File: config.mk
export PLATFORM = sky130hd
export DESIGN_NAME = tm_synapse_scheduler_flat
export DESIGN_NICKNAME = d
export VERILOG_FILES = /design/src/rtl/p_circuit_pkg.sv /design/src/rtl/tm_synapse_scheduler_if.sv /design/src/rtl/tm_mac_accum.sv /design/src/rtl/tm_synapse_scheduler.sv /design/src/flat_wrapper.sv
export SDC_FILE = /design/constraint.sdc
export NUM_CORES = 1
export LEC_CHECK = 0
export ABC_AREA = 1
export CAP_MARGIN = 40
export CORE_MARGIN = 5
export CORE_UTILIZATION = 50
export DETAILED_ROUTE_END_ITERATION = 16
export HOLD_SLACK_MARGIN = 0.05
export PLACE_DENSITY_LB_ADDON = 0.12
export SYNTH_ARGS = -nofsm -noshare
export SYNTH_HDL_FRONTEND = slang
export SYNTH_HIERARCHICAL = 1
export SYNTH_SLANG_ARGS = --single-unit
File: constraint.sdc
create_clock -name clk -period 7.7 [get_ports clk]
set_input_delay 1.54 -clock clk [delete_from_list [all_inputs] [get_ports clk]]
set_output_delay 1.54 -clock clk [all_outputs]
set_load 0.005 [all_outputs]
File: src/rtl/p_circuit_pkg.sv
// Shared types and helpers for the p-bit circuit: scheduler states, input range
// and accumulator width.
package p_circuit_pkg;

  localparam int ACC_W = 16;
  localparam int I_MAX = 127;
  localparam int I_MIN = -128;

  localparam logic signed [ACC_W-1:0] ACC_I_MAX = ACC_W'(I_MAX);
  localparam logic signed [ACC_W-1:0] ACC_I_MIN = ACC_W'(I_MIN);

  typedef enum logic [1:0] {
    IDLE,
    ACCUM,
    UPDATE
  } sched_state_t;

  // Clamp the wide weighted sum into the 8-bit signed range the p-bit accepts.
  function automatic logic signed [7:0] sat_to_i8(input logic signed [ACC_W-1:0] a);
    if (a > ACC_I_MAX) return 8'sh7f;
    if (a < ACC_I_MIN) return 8'sh80;
    return a[7:0];
  endfunction

endpackage

File: src/rtl/tm_synapse_scheduler_if.sv
// Scheduler-side bundle: weight RAM port, p-bit update port, run control and status.
interface tm_synapse_scheduler_if #(
  parameter int N_PBITS = 8,
  parameter int W_W     = 8
);
  localparam int IDX_W  = $clog2(N_PBITS);
  localparam int ADDR_W = $clog2(N_PBITS * N_PBITS);

  logic                    run;
  logic [ADDR_W-1:0]       w_addr;
  logic signed [W_W-1:0]   w_data;
  logic signed [7:0]       I_i;
  logic [IDX_W-1:0]        p_sel;
  logic                    p_enable;
  logic                    m_in;
  logic [N_PBITS-1:0]      m_state;
  logic                    busy;
  logic                    sweep_done;

  modport master (
    input  run, w_data, m_in,
    output w_addr, I_i, p_sel, p_enable, m_state, busy, sweep_done
  );

  modport slave (
    output run, w_data, m_in,
    input  w_addr, I_i, p_sel, p_enable, m_state, busy, sweep_done
  );
endinterface

File: src/rtl/tm_mac_accum.sv
// Sign-select and accumulate: adds +w or -w (sign-extended) each enabled cycle,
// with synchronous clear. acc_next is the value the register takes at the next edge.
module tm_mac_accum
  import p_circuit_pkg::*;
#(
  parameter int W_W = 8
) (
  input  logic                    clk,
  input  logic                    reset_n,
  input  logic                    clr,
  input  logic                    en,
  input  logic                    neg,
  input  logic signed [W_W-1:0]   w,
  output logic signed [ACC_W-1:0] acc_next
);
  logic signed [ACC_W-1:0] acc;
  logic signed [ACC_W-1:0] term;

  // ACC_W exceeds W_W, so negating the most negative weight cannot wrap.
  always_comb begin
    term = {{(ACC_W - W_W){w[W_W-1]}}, w};
    if (neg) term = -term;
    if (clr)     acc_next = '0;
    else if (en) acc_next = acc + term;
    else         acc_next = acc;
  end

  always_ff @(posedge clk or negedge reset_n) begin
    if (!reset_n) acc <= '0;
    else          acc <= acc_next;
  end
endmodule

File: src/rtl/tm_synapse_scheduler.sv
// Round-robin synapse scheduler: per p-bit, stream weight row i, form the signed
// weighted input, strobe the p-bit and latch its new state.
//   state  | meaning
//   IDLE   | waiting for run; no p-bit targeted
//   ACCUM  | N_PBITS+1 cycles: address row i, accumulate terms one cycle behind
//   UPDATE | one cycle: drive saturated I_i with p_enable, capture m_in at the closing edge
module tm_synapse_scheduler
  import p_circuit_pkg::*;
#(
  parameter int N_PBITS = 8,
  parameter int W_W     = 8
) (
  input  logic                   clk,
  input  logic                   reset_n,
  tm_synapse_scheduler_if.master bus
);
  localparam int IDX_W  = $clog2(N_PBITS);
  localparam int ADDR_W = $clog2(N_PBITS * N_PBITS);
  localparam int CNT_W  = $clog2(N_PBITS + 1);

  localparam logic [IDX_W-1:0] LAST_IDX    = IDX_W'(N_PBITS - 1);
  localparam logic [CNT_W-1:0] K_LAST_ADDR = CNT_W'(N_PBITS - 1);
  localparam logic [CNT_W-1:0] K_FINAL     = CNT_W'(N_PBITS);

  sched_state_t            state;
  logic [IDX_W-1:0]        idx;
  logic [CNT_W-1:0]        k;
  logic [ADDR_W-1:0]       row_base;
  logic [IDX_W-1:0]        j_idx;
  logic                    mac_clr;
  logic                    mac_en;
  logic                    mac_neg;
  logic signed [ACC_W-1:0] acc_next;

  // RAM data lags the address by one cycle, so the term added in cycle k is j=k-1.
  always_comb begin
    row_base = ADDR_W'(idx) * ADDR_W'(N_PBITS);
    j_idx    = IDX_W'(k - CNT_W'(1));
    mac_clr  = (state != ACCUM);
    mac_en   = (state == ACCUM) && (k != '0);
    mac_neg  = (j_idx != idx) && !bus.m_state[j_idx];
  end

  tm_mac_accum #(.W_W(W_W)) u_mac (
    .clk      (clk),
    .reset_n  (reset_n),
    .clr      (mac_clr),
    .en       (mac_en),
    .neg      (mac_neg),
    .w        (bus.w_data),
    .acc_next (acc_next)
  );

  assign bus.p_sel = idx;

  always_ff @(posedge clk or negedge reset_n) begin
    if (!reset_n) begin
      state          <= IDLE;
      idx            <= '0;
      k              <= '0;
      bus.w_addr     <= '0;
      bus.I_i        <= '0;
      bus.p_enable   <= 1'b0;
      bus.m_state    <= '0;
      bus.busy       <= 1'b0;
      bus.sweep_done <= 1'b0;
    end else begin
      bus.p_enable   <= 1'b0;
      bus.sweep_done <= 1'b0;
      case (state)
        IDLE: begin
          if (bus.run) begin
            state      <= ACCUM;
            idx        <= '0;
            k          <= '0;
            bus.w_addr <= '0;
            bus.busy   <= 1'b1;
          end
        end
        ACCUM: begin
          if (k < K_LAST_ADDR) bus.w_addr <= row_base + ADDR_W'(k) + ADDR_W'(1);
          if (k == K_FINAL) begin
            state          <= UPDATE;
            bus.I_i        <= sat_to_i8(acc_next);
            bus.p_enable   <= 1'b1;
            bus.sweep_done <= (idx == LAST_IDX);
          end else begin
            k <= k + CNT_W'(1);
          end
        end
        UPDATE: begin
          bus.m_state[idx] <= bus.m_in;
          k                <= '0;
          if (idx != LAST_IDX) begin
            idx        <= idx + IDX_W'(1);
            bus.w_addr <= row_base + ADDR_W'(N_PBITS);
            state      <= ACCUM;
          end else begin
            idx        <= '0;
            bus.w_addr <= '0;
            if (bus.run) begin
              state <= ACCUM;
            end else begin
              state    <= IDLE;
              bus.busy <= 1'b0;
            end
          end
        end
        default: state <= IDLE;
      endcase
    end
  end
endmodule

File: src/flat_wrapper.sv
// flat-port wrapper written by rule: the top's interface ports become plain ports
module tm_synapse_scheduler_flat import p_circuit_pkg::*;
#(
  parameter int N_PBITS = 8,
  parameter int W_W     = 8
)
  (clk, reset_n, bus_run, bus_w_data, bus_m_in, bus_w_addr, bus_I_i, bus_p_sel, bus_p_enable, bus_m_state, bus_busy, bus_sweep_done);
  tm_synapse_scheduler_if #(.N_PBITS(N_PBITS), .W_W(W_W)) bus_i ();
  input  logic clk;
  input  logic reset_n;
  input wire logic [$bits(bus_i.run)-1:0] bus_run;
  input wire logic [$bits(bus_i.w_data)-1:0] bus_w_data;
  input wire logic [$bits(bus_i.m_in)-1:0] bus_m_in;
  output wire logic [$bits(bus_i.w_addr)-1:0] bus_w_addr;
  output wire logic [$bits(bus_i.I_i)-1:0] bus_I_i;
  output wire logic [$bits(bus_i.p_sel)-1:0] bus_p_sel;
  output wire logic [$bits(bus_i.p_enable)-1:0] bus_p_enable;
  output wire logic [$bits(bus_i.m_state)-1:0] bus_m_state;
  output wire logic [$bits(bus_i.busy)-1:0] bus_busy;
  output wire logic [$bits(bus_i.sweep_done)-1:0] bus_sweep_done;
  assign bus_i.run = bus_run;
  assign bus_i.w_data = bus_w_data;
  assign bus_i.m_in = bus_m_in;
  assign bus_w_addr = bus_i.w_addr;
  assign bus_I_i = bus_i.I_i;
  assign bus_p_sel = bus_i.p_sel;
  assign bus_p_enable = bus_i.p_enable;
  assign bus_m_state = bus_i.m_state;
  assign bus_busy = bus_i.busy;
  assign bus_sweep_done = bus_i.sweep_done;
  tm_synapse_scheduler #(.N_PBITS(N_PBITS), .W_W(W_W)) u_core (.clk(clk), .reset_n(reset_n), .bus(bus_i));
endmodule
==> impl_metrics.env <==
export IMPL_ir_drop_mv=0.1450
export IMPL_grt_pass1_wl_mm=15.24
export IMPL_ant_nets=0
export IMPL_start_kind="register"
export IMPL_worstMarginPinSlew_ns=0.7725
export IMPL_synthTopCellsByCount="175 x nand2_1, 107 x inv_1, 50 x dfrtp_1"
export IMPL_drive_gt1_frac=0.03833
export IMPL_p_leak_nw=2.357
export IMPL_synth_nets=601
export IMPL_portBuffers=39
export IMPL_antenna_found_initial=0
export IMPL_power_density_mw_per_mm2=351.5
export IMPL_vias=3466
export IMPL_dieWidth_um=96.76
export IMPL_dr_pass1_iters=6
export IMPL_hold_viol=0
export IMPL_avgSynthCellArea_um2=6.733
export IMPL_final_util=0.5947
export IMPL_ys_seq_area_frac=0.3324
export IMPL_die_h_um=96.76
export IMPL_routed_top_layer="met4"
export IMPL_wl_met3_um=421
export IMPL_syn_inst=559
export IMPL_hold_depth=2
export IMPL_post_drt_via_cell_ratio=4.959
export IMPL_cts_setup_buffers=0
export IMPL_clk_pin_slew_ns=0.11
export IMPL_synth_most_common_cell="nand2_1"
export IMPL_yosysWarningCount=6
export IMPL_dpl_hpwl_mm=7.043
export IMPL_worstSetupEndpointType="register"
export IMPL_nNetsFinal=641
export IMPL_routedWlPerCell_um=12.64
export IMPL_grt_max_degree=51
export IMPL_max_freq_mhz=200.7
export IMPL_hp_start="u_core/bus.I_i[6]"
export IMPL_wl_met2_mm=3.539
export IMPL_htreeDepth=2
export IMPL_regToRegSetupSlack_ns=2.72
export IMPL_finalMaxSlewViolations=0
export IMPL_async_flop_share=1.000
export IMPL_clk_latency_ns=0.31
export IMPL_core_mm2=0.007292
export IMPL_crit_path_max_fanout=14
export IMPL_cts_buffers=5
export IMPL_yosys_area_top_type="dfrtp_1"
export IMPL_min_to="u_core/bus.I_i[6]"
export IMPL_area_growth_pct=15.23
export IMPL_antenna_cells=0
export IMPL_crit_required_ns=7.90
export IMPL_io_pins=40
export IMPL_fin_setup_tns_ns=0
export IMPL_synth_area_leaders="dfrtp_1 33%, nand2_1 17%, inv_1 11%, ha_1 9.6%, nand3_1 5.2%"
export IMPL_ys_types=31
export IMPL_netlist_area_mm2=0.003764
export IMPL_root_buffer="clkbuf_8"
export IMPL_grt_ovfl_total=0
export IMPL_final_cells=699
export IMPL_cts_hold_fix_buffers=0
export IMPL_fill_cells=721
export IMPL_groute_usage_overall=0.1925
export IMPL_wirelength_mm=8.834
export IMPL_arrival_ns=5.18
export IMPL_place_inst=691
export IMPL_grt_pass1_vias=3214
export IMPL_clock_path_buffers=2
export IMPL_rows=31
export IMPL_drt_iter0_markers=219
export IMPL_clock_sinks=50
export IMPL_fin_crit_ns=4.984
export IMPL_die_area_mm2=0.009363
export IMPL_min_period_over_period=0.6472
export IMPL_grt_setup_unrepaired="false"
export IMPL_maxCapViolations=0
export IMPL_finalSetupViolations=0
export IMPL_seqCellArea_mm2=0.001251
export IMPL_r2r_start="u_core/k[0]"
export IMPL_synth_seq_cells=50
export IMPL_initial_core_util=0.5161
export IMPL_cts_tree="yes"
export IMPL_whs_ns=0.4897
export IMPL_max_slew_margin=0.4831
export IMPL_multi_input_area_mm2=0.002062
export IMPL_ff2ff_path_depth=27
export IMPL_place_gp_congestion=0.9003
export IMPL_clock_skew_ns=0.01592
export IMPL_outcome="finished clean"
export IMPL_min_path_type="register to register"
export IMPL_critical_path_class="register to register"
export IMPL_ctsResizeCount=0
export IMPL_yosysTopAreaCellShare=0.3324
export IMPL_routedLengthMet1_mm=4.817
export IMPL_ys_flop_type="dfrtp_1"
export IMPL_synth_edf_count=0
export IMPL_drc=0
export IMPL_r2r_end="u_core/bus.I_i[5]"
critical path, stage by stage (launching register included):
cell	delay (ns)
dfrtp_1	0.61
inv_1	0.19
ha_1	0.34
xnor2_1	0.30
inv_1	0.10
nand3_1	0.09
nand2_1	0.05
nor2_1	0.60
inv_1	0.21
nor2_1	0.17
xor2_1	0.21
ha_1	0.32
nand2_1	0.14
inv_1	0.05
nand2_1	0.08
nand3_1	0.14
nand2_1	0.12
nand2_1	0.06
nand2_1	0.05
nand3_1	0.12
nand2_1	0.09
inv_1	0.05
inv_1	0.07
nand4_1	0.10
o21ai_1	0.37
nand2_1	0.10
nand2_1	0.08
nand2_1	0.04
power by group:
part	internal, mW	switching (mW)	total (mW)	leakage (nW)
logic	0.356	0.649	1.00	1.70
clock network	0.0674	0.0928	0.160	0.0502
registers	0.308	0.0514	0.360	0.606
logic make-up after synthesis:
family	count (synthesis)	synth area share
buf+inv	115	0.1213
flops	50	0.3324
compound gates	74	0.1117
fa+ha+maj	30	0.1017
xor+xnor	10	0.02327
simple gates	280	0.3095
registers in the layout, summed over array words and instances (netlist names):
name and cells:
u_core/u_mac/acc 16, u_core/bus.I_i 8, u_core/bus.m_state 8, u_core/bus.w_addr 6, u_core/k 4, u_core/bus.p_sel 3
u_core/state 2, u_core/bus.busy 1, u_core/bus.p_enable 1, u_core/bus.sweep_done 1
through the flow:
| stage | power, mW | area [um2] | worst slack, ns |
|---|---|---|---|
| final | 1.525 | 4337 | 2.716 |
| after global routing | 1.697 | 4337 | 2.157 |
| after CTS | 1.524 | 4337 | 2.784 |
| after detailed placement | 1.356 | 4239 | 2.497 |
| after global placement | 1.337 | 4239 | 2.585 |
| after floorplan | 1.115 | 3764 | 3.576 |
layer usage:
metal | track usage | vias up
met5 | 0 | -
met3 | 0.03525 | 8
met1 | 0.3058 | 1556
met4 | 0.02916 | 0
met2 | 0.2739 | 77
li1 | - | 1825
worst max-delay path by stage:
stage	startpoint	endpoint	slack (ns)	depth (start not counted)
finish	u_core/k[0]	u_core/bus.I_i[5]	2.72	27
global route	u_core/k[0]	u_core/bus.I_i[5]	2.16	25
CTS	u_core/k[0]	u_core/bus.I_i[5]	2.78	27
detailed placement	bus_w_data[0]	u_core/bus.I_i[5]	2.50	22
global placement	bus_w_data[0]	u_core/bus.I_i[1]	2.59	22
floorplan	bus_w_data[1]	u_core/bus.I_i[0]	3.58	23
cell usage in the layout, fill, tap and decap left out, types with 2 or more instances in the layout:
master	instances
xnor2_1	4
or2_2	2
o31ai_1	4
a21oi_1	30
nand3_1	39
nand4_1	4
clkbuf_8	5
ha_1	29
nand2_1	175
xor2_1	6
dfrtp_1	50
clkdlybuf4s50_1	38
inv_1	107
o21ai_1	3
nor2_1	44
a31oi_1	7
nor2_2	2
nand2_2	2
clkinv_4	2
o21ai_0	21
nor3_1	8
buf_4	2
o211ai_1	5
layout make-up:
class	instances	share of cell area
inverter	107	0.09261
clock buffer	5	0.01587
clock inverter	3	0.006636
sequential	50	0.2885
timing repair buffer	41	0.09233
multi-input combinational	394	0.4755
tap	99	0.02856
Power figures use the tool's default switching activity.
